<file path="src/rtl/axi_arb_pkg.sv">
// Shared types and constants for the DDR3 read/write line arbiter.
package axi_arb_pkg;

  typedef enum logic [1:0] {
    ST_IDLE,
    ST_CMD,
    ST_WAIT,
    ST_UPDATE
  } arb_state_e;

  // Default-geometry burst lengths and frame size (960x540 quadrants in 1920x1080)
  localparam int unsigned WR_BEATS   = 960 / 8;
  localparam int unsigned RD_BEATS   = 1920 / 8;
  localparam int unsigned FRAME_SIZE = 1920 * 1080;

  // Start pixel of quadrant k: bit0 selects the right half, bit1 the lower half
  function automatic int unsigned quad_base(input logic [1:0] k,
                                            input int unsigned mem_h,
                                            input int unsigned mem_v,
                                            input int unsigned disp_h);
    int unsigned b;
    b = 0;
    if (k[0]) b = b + mem_h;
    if (k[1]) b = b + mem_v * disp_h;
    return b;
  endfunction

  localparam int unsigned QUAD_BASE0 = quad_base(2'd0, 960, 540, 1920);
  localparam int unsigned QUAD_BASE1 = quad_base(2'd1, 960, 540, 1920);
  localparam int unsigned QUAD_BASE2 = quad_base(2'd2, 960, 540, 1920);
  localparam int unsigned QUAD_BASE3 = quad_base(2'd3, 960, 540, 1920);

endpackage

</file>
<file path="src/rtl/axi_arb_rr4.sv">
// 4-way round-robin picker: first requester after last_i (wrapping) wins.
module axi_arb_rr4 (
  input  logic [3:0] req_i,
  input  logic [1:0] last_i,
  output logic [3:0] gnt_o
);

  logic [1:0] idx;
  logic       found;

  always_comb begin
    gnt_o = '0;
    found = 1'b0;
    idx   = '0;
    for (int i = 1; i <= 4; i++) begin
      idx = last_i + 2'(i);
      if (!found && req_i[idx]) begin
        gnt_o[idx] = 1'b1;
        found      = 1'b1;
      end
    end
  end

endmodule

</file>
<file path="src/rtl/axi_rw_arbiter.sv">
// Line-burst scheduler for four video writers and one display reader on one DDR3 port.
// Define AXI_ARB_PINGPONG_EN for double-buffered frame banks.
module axi_rw_arbiter
  import axi_arb_pkg::*;
#(
  parameter int ADDR_WIDTH    = 28,
  parameter int MEM_BURST_LEN = 8,
  parameter int MEM_H_PIXEL   = 960,
  parameter int MEM_V_PIXEL   = 540,
  parameter int DISP_H        = 1920,
  parameter int DISP_V        = 1080
) (
  input  logic                  ddrphy_clkin,
  input  logic                  rst_n,
  input  logic [3:0]            axi_wr_req,
  input  logic                  axi_rd_req,
  input  logic [3:0]            video_frame_rst,
  input  logic                  rd_frame_rst,
  output logic                  cmd_valid,
  input  logic                  cmd_ready,
  output logic                  cmd_wr,
  output logic [ADDR_WIDTH-1:0] cmd_addr,
  output logic [7:0]            cmd_len,
  input  logic                  cmd_done,
  output logic [3:0]            wr_grant,
  output logic                  rd_grant,
  output logic                  busy
);

  localparam int unsigned WR_LEN = MEM_H_PIXEL / MEM_BURST_LEN;
  localparam int unsigned RD_LEN = DISP_H / MEM_BURST_LEN;
  localparam logic [ADDR_WIDTH-1:0] STRIDE = ADDR_WIDTH'(DISP_H);
  localparam logic [9:0]  WR_LAST = 10'(MEM_V_PIXEL - 1);
  localparam logic [10:0] RD_LAST = 11'(DISP_V - 1);
  localparam logic [ADDR_WIDTH-1:0] WR_BASE [4] = '{
    ADDR_WIDTH'(quad_base(2'd0, MEM_H_PIXEL, MEM_V_PIXEL, DISP_H)),
    ADDR_WIDTH'(quad_base(2'd1, MEM_H_PIXEL, MEM_V_PIXEL, DISP_H)),
    ADDR_WIDTH'(quad_base(2'd2, MEM_H_PIXEL, MEM_V_PIXEL, DISP_H)),
    ADDR_WIDTH'(quad_base(2'd3, MEM_H_PIXEL, MEM_V_PIXEL, DISP_H))
  };

  if (DISP_H / MEM_BURST_LEN > 255) begin : g_len_chk
    $error("read burst of %0d beats does not fit cmd_len", DISP_H / MEM_BURST_LEN);
  end

  arb_state_e            state_q;
  logic                  cmd_valid_q, cmd_wr_q, rd_grant_q, busy_q, sup_q;
  logic [ADDR_WIDTH-1:0] cmd_addr_q, rd_addr_q;
  logic [7:0]            cmd_len_q;
  logic [3:0]            wr_grant_q;
  logic [1:0]            last_wr_q, own_q;
  logic [ADDR_WIDTH-1:0] wr_addr_q [4];
  logic [9:0]            wr_line_q [4];
  logic [10:0]           rd_line_q;
  logic [3:0]            wr_gnt_d;
  logic [1:0]            wr_idx_d;
  logic                  own_rst;
  logic [ADDR_WIDTH-1:0] wr_ofs, rd_ofs;

`ifdef AXI_ARB_PINGPONG_EN
  localparam logic [ADDR_WIDTH-1:0] BANK_OFS = ADDR_WIDTH'(DISP_H * DISP_V);
  logic wr_bank_q, rd_bank_q;
  assign wr_ofs = wr_bank_q ? BANK_OFS : '0;
  assign rd_ofs = rd_bank_q ? BANK_OFS : '0;
`else
  assign wr_ofs = '0;
  assign rd_ofs = '0;
`endif

  axi_arb_rr4 u_rr4 (
    .req_i  (axi_wr_req),
    .last_i (last_wr_q),
    .gnt_o  (wr_gnt_d)
  );

  always_comb begin
    wr_idx_d = 2'd0;
    for (int i = 0; i < 4; i++) if (wr_gnt_d[i]) wr_idx_d = 2'(i);
  end

  // Frame restart of whoever currently owns the port
  assign own_rst = rd_grant_q ? rd_frame_rst : video_frame_rst[own_q];

  always_ff @(posedge ddrphy_clkin or negedge rst_n) begin
    if (!rst_n) begin
      state_q     <= ST_IDLE;
      cmd_valid_q <= 1'b0;
      cmd_wr_q    <= 1'b0;
      cmd_addr_q  <= '0;
      cmd_len_q   <= '0;
      wr_grant_q  <= '0;
      rd_grant_q  <= 1'b0;
      busy_q      <= 1'b0;
      sup_q       <= 1'b0;
      last_wr_q   <= 2'd3;
      own_q       <= 2'd0;
      rd_addr_q   <= '0;
      rd_line_q   <= '0;
      for (int k = 0; k < 4; k++) begin
        wr_addr_q[k] <= WR_BASE[k];
        wr_line_q[k] <= '0;
      end
`ifdef AXI_ARB_PINGPONG_EN
      wr_bank_q   <= 1'b0;
      rd_bank_q   <= 1'b0;
`endif
    end else begin
      unique case (state_q)
        ST_IDLE: begin
          if (|axi_wr_req) begin
            state_q     <= ST_CMD;
            busy_q      <= 1'b1;
            cmd_valid_q <= 1'b1;
            cmd_wr_q    <= 1'b1;
            cmd_len_q   <= 8'(WR_LEN);
            cmd_addr_q  <= (video_frame_rst[wr_idx_d] ? WR_BASE[wr_idx_d]
                                                      : wr_addr_q[wr_idx_d]) + wr_ofs;
            wr_grant_q  <= wr_gnt_d;
            own_q       <= wr_idx_d;
            last_wr_q   <= wr_idx_d;
            sup_q       <= 1'b0;
          end else if (axi_rd_req) begin
            state_q     <= ST_CMD;
            busy_q      <= 1'b1;
            cmd_valid_q <= 1'b1;
            cmd_wr_q    <= 1'b0;
            cmd_len_q   <= 8'(RD_LEN);
            cmd_addr_q  <= (rd_frame_rst ? '0 : rd_addr_q) + rd_ofs;
            rd_grant_q  <= 1'b1;
            sup_q       <= 1'b0;
          end
        end
        ST_CMD: begin
          if (cmd_ready) begin
            cmd_valid_q <= 1'b0;
            state_q     <= ST_WAIT;
          end
          if (own_rst) sup_q <= 1'b1;
        end
        ST_WAIT: begin
          if (cmd_done) state_q <= ST_UPDATE;
          if (own_rst) sup_q <= 1'b1;
        end
        ST_UPDATE: begin
          // A restart during the burst already reloaded the counters
          if (!sup_q) begin
            if (rd_grant_q) begin
              if (rd_line_q == RD_LAST) begin
                rd_line_q <= '0;
                rd_addr_q <= '0;
`ifdef AXI_ARB_PINGPONG_EN
                rd_bank_q <= ~wr_bank_q;
`endif
              end else begin
                rd_line_q <= rd_line_q + 11'd1;
                rd_addr_q <= rd_addr_q + STRIDE;
              end
            end else if (wr_line_q[own_q] == WR_LAST) begin
              wr_line_q[own_q] <= '0;
              wr_addr_q[own_q] <= WR_BASE[own_q];
`ifdef AXI_ARB_PINGPONG_EN
              if (own_q == 2'd0) wr_bank_q <= ~wr_bank_q;
`endif
            end else begin
              wr_line_q[own_q] <= wr_line_q[own_q] + 10'd1;
              wr_addr_q[own_q] <= wr_addr_q[own_q] + STRIDE;
            end
          end
          wr_grant_q <= '0;
          rd_grant_q <= 1'b0;
          busy_q     <= 1'b0;
          state_q    <= ST_IDLE;
        end
      endcase
      // Restarts come last so they override any same-cycle line advance
      for (int k = 0; k < 4; k++) begin
        if (video_frame_rst[k]) begin
          wr_addr_q[k] <= WR_BASE[k];
          wr_line_q[k] <= '0;
        end
      end
      if (rd_frame_rst) begin
        rd_addr_q <= '0;
        rd_line_q <= '0;
`ifdef AXI_ARB_PINGPONG_EN
        rd_bank_q <= ~wr_bank_q;
`endif
      end
    end
  end

  assign cmd_valid = cmd_valid_q;
  assign cmd_wr    = cmd_wr_q;
  assign cmd_addr  = cmd_addr_q;
  assign cmd_len   = cmd_len_q;
  assign wr_grant  = wr_grant_q;
  assign rd_grant  = rd_grant_q;
  assign busy      = busy_q;

endmodule

</file>
<file path="config.mk">
export PLATFORM = sky130hd
export DESIGN_NAME = axi_rw_arbiter
export DESIGN_NICKNAME = d
export VERILOG_FILES = /design/src/rtl/axi_arb_pkg.sv /design/src/rtl/axi_arb_rr4.sv /design/src/rtl/axi_rw_arbiter.sv
export SDC_FILE = /design/constraint.sdc
export NUM_CORES = 1
export LEC_CHECK = 0
export ABC_CLOCK_PERIOD_IN_PS = 4900
export CORE_UTILIZATION = 35
export DETAILED_ROUTE_END_ITERATION = 8
export RECOVER_POWER = 50
export SLEW_MARGIN = 20
export SYNTH_ARGS = -nofsm -noshare
export SYNTH_HDL_FRONTEND = slang
export SYNTH_SLANG_ARGS = --single-unit
</file>
<file path="constraint.sdc">
create_clock -name ddrphy_clkin -period 4.9 [get_ports ddrphy_clkin]
set_input_delay 0.735 -clock ddrphy_clkin [delete_from_list [all_inputs] [get_ports ddrphy_clkin]]
set_output_delay 0.735 -clock ddrphy_clkin [all_outputs]
set_load 0.03 [all_outputs]
</file>
Word level (Yosys, flattened, before mapping)

Index checks and enable logic that the tools add are counted.

Add/sub/neg operators: 7
Multiply operators: 0
Div/mod/pow operators: 0
Magnitude comparators: 13
Equal/unequal tests: 21
Shift-type cells: 0
Muxes and demuxes: 104
Bitwise gates (word level): 7
Reductions and logical operators: 37

Operator list:

| cell                                                       | count |
|---|---|
| 2-to-1 mux 28 bit                                          | 22 |
| 2-to-1 mux 112 bit                                         | 4 |
| binary-select mux 28 bit (select 2 bit)                    | 4 |
| bitwise mux 112 bit                                        | 2 |
| 2-to-1 mux 40 bit                                          | 4 |
| 2-to-1 mux 10 bit                                          | 7 |
| adder 28 x 11 -> 28 bit, second input constant             | 2 |
| demux 28 bit (select 2 bit)                                | 1 |
| 2-to-1 mux 11 bit                                          | 5 |
| bitwise AND 40 bit                                         | 1 |
| bitwise mux 40 bit                                         | 1 |
| inverter 40 bit                                            | 1 |
| inequality test 2 bit, second input constant               | 14 |
| AND reduction 3 bit                                        | 9 |
| 2-to-1 mux 1 bit                                           | 23 |
| binary-select mux 10 bit (select 2 bit)                    | 1 |
| demux 10 bit (select 2 bit)                                | 1 |
| 2-to-1 mux 4 bit                                           | 5 |
| nonzero test 2 bit                                         | 10 |
| less-than comparator 2 x 3 -> 1 bit, second input constant | 6 |
| 2-to-1 mux 8 bit                                           | 2 |
| binary-select mux 1 bit (select 2 bit)                     | 6 |
| 2-to-1 mux 2 bit                                           | 6 |
| bitwise OR 4 bit                                           | 3 |
| 24 further kinds                                           | 49 |

Register bits after elaboration: 242
Bits in latches: 0
Memory bits (writable): 0
ROM bits: 0
Bits of input ports: 14
Word-level logic and storage cells: 210
Memories kept: 0

Depth between registers and ports, before layout

Gate-level depths: netlist (run 1).

Word-level depth: 22
Mapped depth: 13

Cells and area by module

From an unflattened synthesis (run 1), not the netlist that was laid out.

Cells, all modules: 1261
Area, all modules: 12712.2 um2

By module, submodules not included:

| module         | times used | cells each | area an instance (um2) | seq. area each (um2) |
|---|---|---|---|---|
| axi_rw_arbiter | 1          | 1223       | 12354.3                | 5761.8 |
| axi_arb_rr4    | 1          | 38         | 357.8                  | 0.0 |

Least setup slack after synthesis (run 1)

No wires, ideal clock.

Path type: register -> register
Start point: reg last_wr_q[1]
End point: reg cmd_addr_q[9], in the netlist cmd_addr[9]
Arrival time: 3.065 ns
Data required time: 4.768 ns
Slack: 1.703 ns
Cell stages (with the launch flop): 13
Buffers on the path: 2
Period minus slack after synthesis: 3.197 ns
Cells stage by stage: dfstp_2 > buf_2 > inv_1 > ha_1 > mux4_2 > a2111oi_4 > nor2_1 > clkbuf_1 > a21oi_1 > inv_1 > ha_1 > nand2_1 > o221ai_2

Cells in the longest elaborated chain, start to end: 22
Elaborated cells between the ends (all ways): 61

Ends and longest elaborated chain:

| what                                                                                         | line                                         | RTL |
|---|---|---|
| from (decl)                                                                                  | axi_rw_arbiter.sv:51                         | `logic [1:0] last_wr_q, own_q;` |
| from (signal assigned)                                                                       | axi_rw_arbiter.sv:120                        | `last_wr_q <= wr_idx_d;` |
| parallel branches: the longest is 12 deep, another holds less-than comparator 2 x 3 -> 1 bit | n/a                                          |  |
| 2-to-1 mux 4 bit (*)                                                                         | axi_arb_rr4.sv:17                            | `if (!found && req_i[idx]) begin` |
| 2-to-1 mux 1 bit                                                                             | axi_rw_arbiter.sv:78                         | `for (int i = 0; i < 4; i++) if (wr_gnt_d[i]) wr_idx_d = 2'(i);` |
| 2-to-1 mux 2 bit                                                                             | axi_rw_arbiter.sv:78                         |  |
| 2-to-1 mux 2 bit (*)                                                                         | axi_rw_arbiter.sv:78                         |  |
| named net wr_idx_d[0]                                                                        | axi_rw_arbiter.sv:56                         | `logic [1:0] wr_idx_d;` |
| inverter 2 -> 3 bit (not written as such)                                                    | axi_rw_arbiter.sv:116, axi_rw_arbiter.sv:117 |  |
| binary-select mux 28 bit (select 2 bit) (on tied branches)                                   | axi_rw_arbiter.sv:117, axi_rw_arbiter.sv:116 |  |
| 2-to-1 mux 28 bit (on tied branches) (2 in series)                                           | axi_rw_arbiter.sv:117, axi_rw_arbiter.sv:116 |  |
| 2-to-1 mux 28 bit (*)                                                                        | axi_rw_arbiter.sv:116                        | `cmd_addr_q <= (video_frame_rst[wr_idx_d] ? WR_BASE[wr_idx_d]` |
| 2-to-1 mux 28 bit (*)                                                                        | axi_rw_arbiter.sv:110                        | `if (\|axi_wr_req) begin` |
| to (signal assigned)                                                                         | axi_rw_arbiter.sv:116                        |  |
| to (signal assigned)                                                                         | axi_rw_arbiter.sv:128                        | `cmd_addr_q <= (rd_frame_rst ? '0 : rd_addr_q) + rd_ofs;` |
| to (decl)                                                                                    | axi_rw_arbiter.sv:48                         | `logic [ADDR_WIDTH-1:0] cmd_addr_q, rd_addr_q;` |

Mark *: on every way through the listed nets, which the timed path passes. The select of a mux whose other input is x is not followed.
A chain may end at the register's enable or synchronous reset.

Final worst setup path (run 1)

Start point: reg last_wr_q[0]
End point: reg cmd_addr_q[17], in the netlist cmd_addr[17]

Cells in the longest elaborated chain, start to end: 22
Elaborated cells between the ends (all ways): 61

Ends and longest elaborated chain:

| what                                                                                         | line |
|---|---|
| parallel branches: the longest is 12 deep, another holds less-than comparator 2 x 3 -> 1 bit | n/a |
| 2-to-1 mux 4 bit (*)                                                                         | axi_arb_rr4.sv:17 |
| 2-to-1 mux 1 bit                                                                             | axi_rw_arbiter.sv:78 |
| 2-to-1 mux 2 bit                                                                             | axi_rw_arbiter.sv:78 |
| 2-to-1 mux 2 bit (*)                                                                         | axi_rw_arbiter.sv:78 |
| inverter 2 -> 3 bit (not written as such)                                                    | axi_rw_arbiter.sv:116, axi_rw_arbiter.sv:117 |
| binary-select mux 28 bit (select 2 bit) (on tied branches)                                   | axi_rw_arbiter.sv:117, axi_rw_arbiter.sv:116 |
| 2-to-1 mux 28 bit (on tied branches) (2 in series)                                           | axi_rw_arbiter.sv:117, axi_rw_arbiter.sv:116 |
| 2-to-1 mux 28 bit (*)                                                                        | axi_rw_arbiter.sv:116 |
| 2-to-1 mux 28 bit (*)                                                                        | axi_rw_arbiter.sv:110 |

Mark *: on every way between the ends. The select of a mux whose other input is x is not followed.

==> results.rst, run 1 <==
.. list-table::
   :header-rows: 1

   * - Metric
     - Value
   * - Status
     - finished with violations
   * - Failing checks
     - capacitance limit, slew limit
   * - Fraction of power consumed by sequential logic
     - between 20% and 30%
   * - Min-Delay Path Class
     - register to register
   * - Worst setup path class
     - register to register
   * - Number of stages on the worst hold path
     - 2
   * - Area added between synthesis and finish
     - 15.2%
   * - Req. time, crit path
     - approximately 5400 ps
   * - CTS clock-pin slew for the worst setup and hold paths
     - roughly 60 ps
   * - Highest net fanout along the worst path
     - 21
   * - Maximum clock rate
     - around 0.25 GHz
   * - Row cnt
     - 68
   * - Insertion delay to the later sink of the worst-skew pair
     - approximately 540 ps
   * - Die area
     - about 0.036 mm2
   * - NetSw
     - roughly 3.5 mW
   * - Clock tree from TritonCTS
     - yes
   * - Number of buffers inserted by post-CTS setup repair
     - 0
   * - Via/cell ratio
     - about 5.8
   * - DRC violation count after routing
     - 0
   * - Portion of total power attributed to combinational logic
     - a little under half
   * - Tmin final
     - 3940 ps
   * - Number of cells on the worst reg-to-reg path
     - 9
   * - Post-synthesis cell type count
     - 75
   * - Synthesized cell area
     - 0.0125 mm2
   * - Total negative setup slack
     - 0 ps
   * - Final Cell Area
     - roughly 0.014 mm2
   * - Largest net degree at the start of global routing
     - about 130
   * - Final number of max-transition violations
     - between 100 and 150
   * - Worst path max stage delay
     - 700 ps
   * - Total overflow reported by the global router
     - 0
   * - # IOs
     - 58
   * - Die Wd
     - ~190 um
   * - Crit share post-route
     - roughly four fifths
   * - Maximum clock skew at final layout
     - between 10 and 15 ps
   * - Buffer and inverter count on the worst path
     - 1
   * - Post-Syn Area per Cell
     - 9.79 um2
   * - Core region area
     - 0.0348 mm2
   * - Initial antenna violation count
     - 0
   * - Max capacitance violation total
     - 3
   * - Routed wire length per instance
     - just over 20 um
   * - Post-synth EDFFs
     - 0
   * - Max Root-Sink Buffers
     - 3
   * - Worst endpoint data arrival time
     - around 4400 ps
   * - Worst slack at placement
     - slightly above 800 ps
   * - Number of nets with antenna violations after detailed routing
     - 0
   * - HPWL reported at the end of detailed placement
     - roughly 24000 um
   * - Synthesized netlist cell count
     - about 1300
   * - Worst Hold Margin
     - between 400 and 500 ps
   * - Vias in the first global route
     - around 10000
   * - Total power divided by cell area
     - about 590 mW/mm2
   * - DRT iter0 DRCs
     - between 800 and 900
   * - Cell Count Post-Placement
     - ~1700
   * - Chain of cells forming the critical path
     - inv_1 > ha_1 > mux4_2 > a21oi_2 > a2111oi_4 > nor2_2 > and3_1 > a221oi_1 > a211oi_1
   * - CTS buffer count
     - 27
   * - Transition time of the tightest slew-check pin
     - about 1900 ps
   * - Internal power summed over all cells
     - between 4 and 5 mW
   * - Total number of cells along the worst setup path
     - 9
   * - Setup-failing EPs final
     - 0
   * - Effective utilization at floorplan
     - 35.9%
   * - Leakage power total
     - 5.86 nW
   * - Global-route usage over all layers
     - between 20 and 25%
   * - Wire length of the first global-routing pass
     - 58700 um
   * - H-tree depth reported by CTS
     - 1
   * - Critical path capture point type
     - register
   * - Clock Root Buffer
     - sky130_fd_sc_hd__clkbuf_16
   * - Antenna Cells
     - 0
   * - Die Ht
     - roughly 190 um
   * - Final WL
     - 36600 um
   * - Min setup slack post-route
     - between 900 and 1000 ps
   * - Unrepaired setup endpoints after global routing
     - no
   * - Predominant post-synthesis flop cell
     - sky130_fd_sc_hd__dfrtp_1
   * - Final net count
     - roughly 1300
   * - IO Port Bufs
     - 54
   * - Max-slew headroom
     - -24.0%
   * - Setup crit start kind
     - register
   * - Worst supply voltage drop on vdd
     - 0.000376 V
   * - Yosys Warn Count
     - 0
   * - Sinks on Clock Net
     - between 200 and 250
   * - Clock power share
     - about 26%
   * - Area after DPL
     - ~0.013 mm2
   * - Sequential share of the synthesized area
     - a little under half
   * - Count of instances resized after the clock tree is built
     - 0
   * - Switching Fraction
     - about two fifths
   * - Family of cells with the greatest summed delay on the critical path
     - simple AND/OR/NAND/NOR gates
   * - Non-Filler Instances
     - 1775
   * - Count of endpoints failing hold in the final timing report
     - 0
   * - Vias
     - approximately 10000
   * - Library cell contributing the largest single delay on the critical path
     - sky130_fd_sc_hd__nor2_2
   * - Post-CTS Hold Buffers
     - 0
   * - FFs w/ async S/R, synth
     - 100%
   * - Fraction of layout cells with a size suffix above 1
     - about an eighth
   * - TritonRoute pass-1 iters
     - 5
   * - Number of register bits inferred by synthesis
     - roughly 230
   * - Gpl congestion
     - about 0.88
[layout make-up]
cell class	instances	area, um2
tap	455	569
timing repair buffer	82	754
clock inverter	17	228
clock buffer	32	724
inverter	23	86.3
multi-input combinational	937	6260
fill	3350	20400
sequential	229	5760
[layout by cell type, fill, tap and decap left out, drive strengths merged, types with 6 or more instances in the layout]
master / n
dfrtp: 204
nand2: 180
o21ai: 161
nor2: 101
a21oi: 84
clkdlybuf4s50: 47
mux4: 43
nand3: 38
and3: 38
clkbuf: 36
a22o: 35
dfstp: 25
buf: 25
inv: 24
a221oi: 22
nor3: 22
ha: 20
a211oi: 18
a2bb2oi: 18
xnor2: 18
xor2: 16
and2: 14
nand2b: 8
a22oi: 8
a221o: 7
clkinv: 7
mux2i: 6
nor2b: 6
dlygate4sd3: 6
[final timing paths]
path	start	to	slack, ps
max	last_wr_q[0]$_DFFE_PN1P_	cmd_addr[17]$_DFFE_PN0P_	960
min	wr_line_q[18]$_DFFE_PN0P_	wr_line_q[18]$_DFFE_PN0P_	480
max reg2reg	last_wr_q[0]$_DFFE_PN1P_	cmd_addr[17]$_DFFE_PN0P_	960
min reg2reg	wr_line_q[18]$_DFFE_PN0P_	wr_line_q[18]$_DFFE_PN0P_	480
max in group asynchronous	rst_n	wr_line_q[2]$_DFFE_PN0P_	1490
min in group asynchronous	rst_n	rd_line_q[7]$_DFFE_PN0P_	640
[cell families (layout without fill, tap and decap cells)]
group                    Yosys count  after routing  synth area share [%]
XOR/XNOR                          34             34                  2.38
flip-flops                       229            229                  46.1
AO/OA/AOI/OAI                    392            392                  20.6
adder cells (fa/ha/maj)           20             20                  2.00
AND/OR/NAND/NOR                  436            436                  16.2
multiplexers                      52             52                  8.57
other                              1              3                0.0300
buffers and inverters            111            154                  4.13
[metrics by stage]
stage / utilization (%) / power [mW]
after floorplan: - / 5.13
after global placement: 38.6 / 6.25
after detailed placement: 38.6 / 6.29
after CTS: 41.4 / 8.45
after global routing: 41.3 / 8.89
final: 41.3 / 8.45
[power groups by stage]
stage,sequential [mW],clock [mW],combinational (mW)
finish,2.37,2.16,3.92
global route,2.41,2.26,4.22
floorplan,2.46,0,2.67
CTS,2.38,2.18,3.90
detailed placement,2.41,0,3.88
global placement,2.41,0,3.84
[state kept, by name (all words and copies together), names as in the netlist]
signal     flops
last_wr_q      2
wr_addr_q    112
cmd_len        3
rd_addr_q     21
rd_grant       1
busy           1
wr_grant       4
wr_line_q     40
cmd_valid      1
rd_line_q     11
sup_q          1
own_q          2
cmd_addr      28
state_q        2
[per-layer routing]
layer  up-vias  part of all wire (%)  global-route usage, %
li1       4700                     -                      -
met1      5201                    46                   29.4
met2       386                    44                   31.1
met3        68                   7.5                   3.56
met4         0                   2.7                   5.94
met5         -                     0                      0
[worst register-to-register path: stages, from the launching register on]
cell	delay, ps
sky130_fd_sc_hd__dfstp_2	680
sky130_fd_sc_hd__inv_1	180
sky130_fd_sc_hd__ha_1	430
sky130_fd_sc_hd__mux4_2	440
sky130_fd_sc_hd__a21oi_2	190
sky130_fd_sc_hd__a2111oi_4	80
sky130_fd_sc_hd__nor2_2	700
sky130_fd_sc_hd__and3_1	680
sky130_fd_sc_hd__a221oi_1	160
sky130_fd_sc_hd__a211oi_1	290
[cells in the mapped netlist, types with 4 or more instances]
cell                          n  share of area, %
sky130_fd_sc_hd__a31oi_1      5              0.25
sky130_fd_sc_hd__o21ai_2      8              0.56
sky130_fd_sc_hd__a22oi_1      8              0.48
sky130_fd_sc_hd__buf_2       13              0.52
sky130_fd_sc_hd__clkbuf_1    56               1.7
sky130_fd_sc_hd__a22o_1      35               2.5
sky130_fd_sc_hd__buf_4       10              0.60
sky130_fd_sc_hd__nand3_1     37               1.5
sky130_fd_sc_hd__o31ai_1      4              0.24
sky130_fd_sc_hd__nor2_1     101               3.0
sky130_fd_sc_hd__mux2i_1      6              0.48
sky130_fd_sc_hd__a221o_1      7              0.56
sky130_fd_sc_hd__buf_6        6              0.54
sky130_fd_sc_hd__ha_1        20               2.0
sky130_fd_sc_hd__nor3b_1      4              0.24
sky130_fd_sc_hd__nand4_1      5              0.25
sky130_fd_sc_hd__a21oi_1     83               3.3
sky130_fd_sc_hd__a2bb2oi_1   18               1.3
sky130_fd_sc_hd__nand2b_1     8              0.40
sky130_fd_sc_hd__a221oi_1    22               1.5
sky130_fd_sc_hd__nor2b_1      6              0.30
sky130_fd_sc_hd__and3_1      37               1.9
sky130_fd_sc_hd__nor3_1      20              0.80
sky130_fd_sc_hd__inv_1       23              0.69
sky130_fd_sc_hd__nor4b_1      4              0.28
sky130_fd_sc_hd__dfstp_2     25               5.3
sky130_fd_sc_hd__o21ai_0    152               6.1
sky130_fd_sc_hd__dfrtp_1    204                41
sky130_fd_sc_hd__xnor2_1     18               1.3
sky130_fd_sc_hd__and2_1      11              0.55
sky130_fd_sc_hd__xor2_1      16               1.1
sky130_fd_sc_hd__a211oi_1    18               1.1
sky130_fd_sc_hd__mux4_2      41               7.4
sky130_fd_sc_hd__nand2_1    180               5.4
Note: power is estimated with default switching activity, not from simulation.
==> inputs of run 2 (changes only) <==
Settings changed: ABC_CLOCK_PERIOD_IN_PS 4900 to 3250.
Clock period 4.9 ns to 3.25 ns, I/O delays scaled along.
==> run 2 against run 1 <==
- largest power group unchanged
- final area increased by 4.6%
- largest cell class unchanged
- total power increased by 62%
- the flow now finishes without violations
- critical endpoint is now own_q[0]$_DFFE_PN0P_
- non-clock buffer count increased by 77
==> results.rst, run 2 (same netlist as run 1, synthesis figures left out) <==
.. list-table::
   :header-rows: 1

   * - Metric
     - Value
   * - Status
     - completed
   * - Leakage power total
     - 6.23 nW
   * - CTS buffer count
     - 27
   * - Footprint of the multi-input gates
     - around 0.0063 mm2
   * - Sinks on Clock Net
     - around 230
   * - Vias
     - about 11000
   * - Commonest cells after routing, fill and taps aside
     - sky130_fd_sc_hd__dfrtp_1, sky130_fd_sc_hd__nand2_1, sky130_fd_sc_hd__o21ai_0
   * - Maximum clock skew at final layout
     - approximately 12 ps
   * - DRC violation count after routing
     - 0
   * - Number of nets with antenna violations after detailed routing
     - 0
   * - Storage element area
     - between 0.005 and 0.006 mm2
   * - Total negative setup slack
     - 0 ps
   * - H-tree depth reported by CTS
     - 1
   * - Global-route usage over all layers
     - ~21%
   * - Crit share post-route
     - between 90% and 100%
   * - Max-slew headroom
     - between 10% and 20%
   * - Fillcell total
     - about 3300
   * - CTS clock-pin slew for the worst setup and hold paths
     - 60 ps
   * - Critical path capture point type
     - register
   * - Wire length of the first global-routing pass
     - around 60000 um
   * - DRT iter0 DRCs
     - 943
   * - Row cnt
     - 68
   * - Die Wd
     - 191 um
   * - Effective utilization at floorplan
     - around 36%
   * - Clock tree from TritonCTS
     - yes
   * - Routed wire length per instance
     - 20.4 um
   * - HPWL reported at the end of detailed placement
     - approximately 26000 um
   * - Most frequent cell on the critical path
     - sky130_fd_sc_hd__buf_4
   * - Chain of cells forming the critical path
     - buf_4 > mux4_2 > buf_4 > a21oi_1 > o41ai_4 > and2_1 > a21oi_1 > buf_4 > nand2_1 > a21boi_0 > buf_4
   * - Maximum clock rate
     - 0.318 GHz
   * - Max capacitance violation total
     - 0
   * - Final number of max-transition violations
     - 0
   * - Clock Root Buffer
     - sky130_fd_sc_hd__clkbuf_16
   * - Setup crit start kind
     - register
   * - Count of endpoints failing hold in the final timing report
     - 0
   * - Antenna Cells
     - 0
   * - Top reg by flops
     - wr_addr_q
   * - Area added between synthesis and finish
     - 20.5%
   * - Req. time, crit path
     - 3690 ps
   * - Fraction of layout cells with a size suffix above 1
     - 17.5%
   * - Tmin final
     - 3150 ps
   * - Largest net degree at the start of global routing
     - 90
   * - IO Port Bufs
     - 54
   * - Insertion delay to the later sink of the worst-skew pair
     - 540 ps
   * - Via/cell ratio
     - a little under 6
   * - Total overflow reported by the global router
     - 0
   * - Transition time of the tightest slew-check pin
     - between 1000 and 1500 ps
   * - Gpl congestion
     - between 0.8 and 0.9
   * - Final WL
     - roughly 38000 um
   * - Worst setup path class
     - register to register
   * - Unrepaired setup endpoints after global routing
     - no
   * - Worst supply voltage drop on vdd
     - between 0.0006 and 0.0007 V
   * - Die area
     - about 0.036 mm2
   * - Core region area
     - ~0.035 mm2
   * - Final net count
     - roughly 1400
   * - Worst path max stage delay
     - 640 ps
   * - Vias in the first global route
     - between 10000 and 15000
   * - Die Ht
     - ~190 um
   * - Most frequent standard cell in the layout excluding fill and tap cells
     - sky130_fd_sc_hd__dfrtp_1
   * - Total power divided by cell area
     - 912 mW/mm2
   * - Highest net fanout along the worst path
     - 12
   * - Setup-failing EPs final
     - 0
   * - Max Root-Sink Buffers
     - 3
   * - Min-Delay Path Class
     - register to register
   * - Initial antenna violation count
     - 1
   * - Final Cell Area
     - 0.0151 mm2
   * - TritonRoute pass-1 iters
     - 6
   * - Library cell contributing the largest single delay on the critical path
     - sky130_fd_sc_hd__mux4_2
   * - Max FFs per register
     - around 110
   * - Worst endpoint data arrival time
     - between 3000 and 4000 ps
   * - # IOs
     - 58
   * - End-of-flow core utilization
     - 43.3%
   * - Area after DPL
     - 0.0141 mm2
run 2: cell count changes in the layout (fill, tap and decap cells not counted), sizes merged:
| cell | previous run | this run |
|---|---|---|
| clkbuf | 36 | 45 |
| clkdlybuf4s50 | 47 | 52 |
| clkinv | 7 | 3 |
| clkinvlp | 4 | 5 |
| dlygate4sd3 | 6 | 2 |
| buf | 25 | 94 |
| inv | 24 | 25 |
run 2: critical path: cells and delay by family (launching register included):
| family | cells | cell delay, ps |
|---|---|---|
| AO/OA/AOI/OAI | 4 | 810 |
| buffers and inverters | 4 | 700 |
| flip-flops | 1 | 520 |
| AND/OR/NAND/NOR | 2 | 380 |
| multiplexers | 1 | 640 |
run 2: area by class of cell:
type	count	area share, %
Clock buffer	34	5.00
Clock inverter	15	1.49
Tap cell	455	3.78
Inverter	23	0.574
Sequential cell	229	38.3
Multi-Input combinational cell	937	41.7
Timing Repair Buffer	159	9.20
run 2: final timing paths:
| check | from | endpoint | slack (ps) | depth (start not counted) |
|---|---|---|---|---|
| max in group asynchronous | rst_n | wr_line_q[13]$_DFFE_PN0P_ | 980 | 3 |
| min reg2reg | wr_line_q[0]$_DFFE_PN0P_ | wr_line_q[0]$_DFFE_PN0P_ | 480 | 2 |
| min | wr_line_q[0]$_DFFE_PN0P_ | wr_line_q[0]$_DFFE_PN0P_ | 480 | 2 |
| min in group asynchronous | rst_n | rd_line_q[5]$_DFFE_PN0P_ | 550 | 2 |
| max reg2reg | last_wr_q[0]$_DFFE_PN1P_ | own_q[0]$_DFFE_PN0P_ | 100 | 11 |
| max | last_wr_q[0]$_DFFE_PN1P_ | own_q[0]$_DFFE_PN0P_ | 100 | 11 |
run 2: layer usage:
layer	share of wire (%)	vias to the layer above	routed length, um	GRT usage, %
li1	-	4852	-	-
met1	46	5412	17200	30.0
met2	45	409	17100	32.2
met3	6.3	80	2390	2.83
met4	2.9	2	1110	6.12
met5	0.034	-	13	0
run 2: stage by stage:
stage	setup WS, ps	power (mW)	cells	hold WS, ps
global route	2.78	14.5	1852	501
finish	100	13.7	1852	476
detailed placement	-239	10.3	1800	467
CTS	38.9	13.7	1850	479
floorplan	53.1	7.74	1277	192
global placement	-128	10.2	1800	459
run 2: power breakdown:
group	leakage [nW]	internal, mW	switching (mW)
Clock	0.463	2.04	1.27
Sequential	3.04	3.18	0.321
Combinational	2.72	2.97	3.96
Total	6.23	8.19	5.55
run 2: repair_timing:
| item | in CTS | in global routing |
|---|---|---|
| endpoints found under the hold margin | 21 | 0 |
| hold buffers | 1 | 0 |
| resized for setup | 0 | 7 |
| setup endpoints to repair | 0 | 20 |
| setup buffers | 0 | 2 |
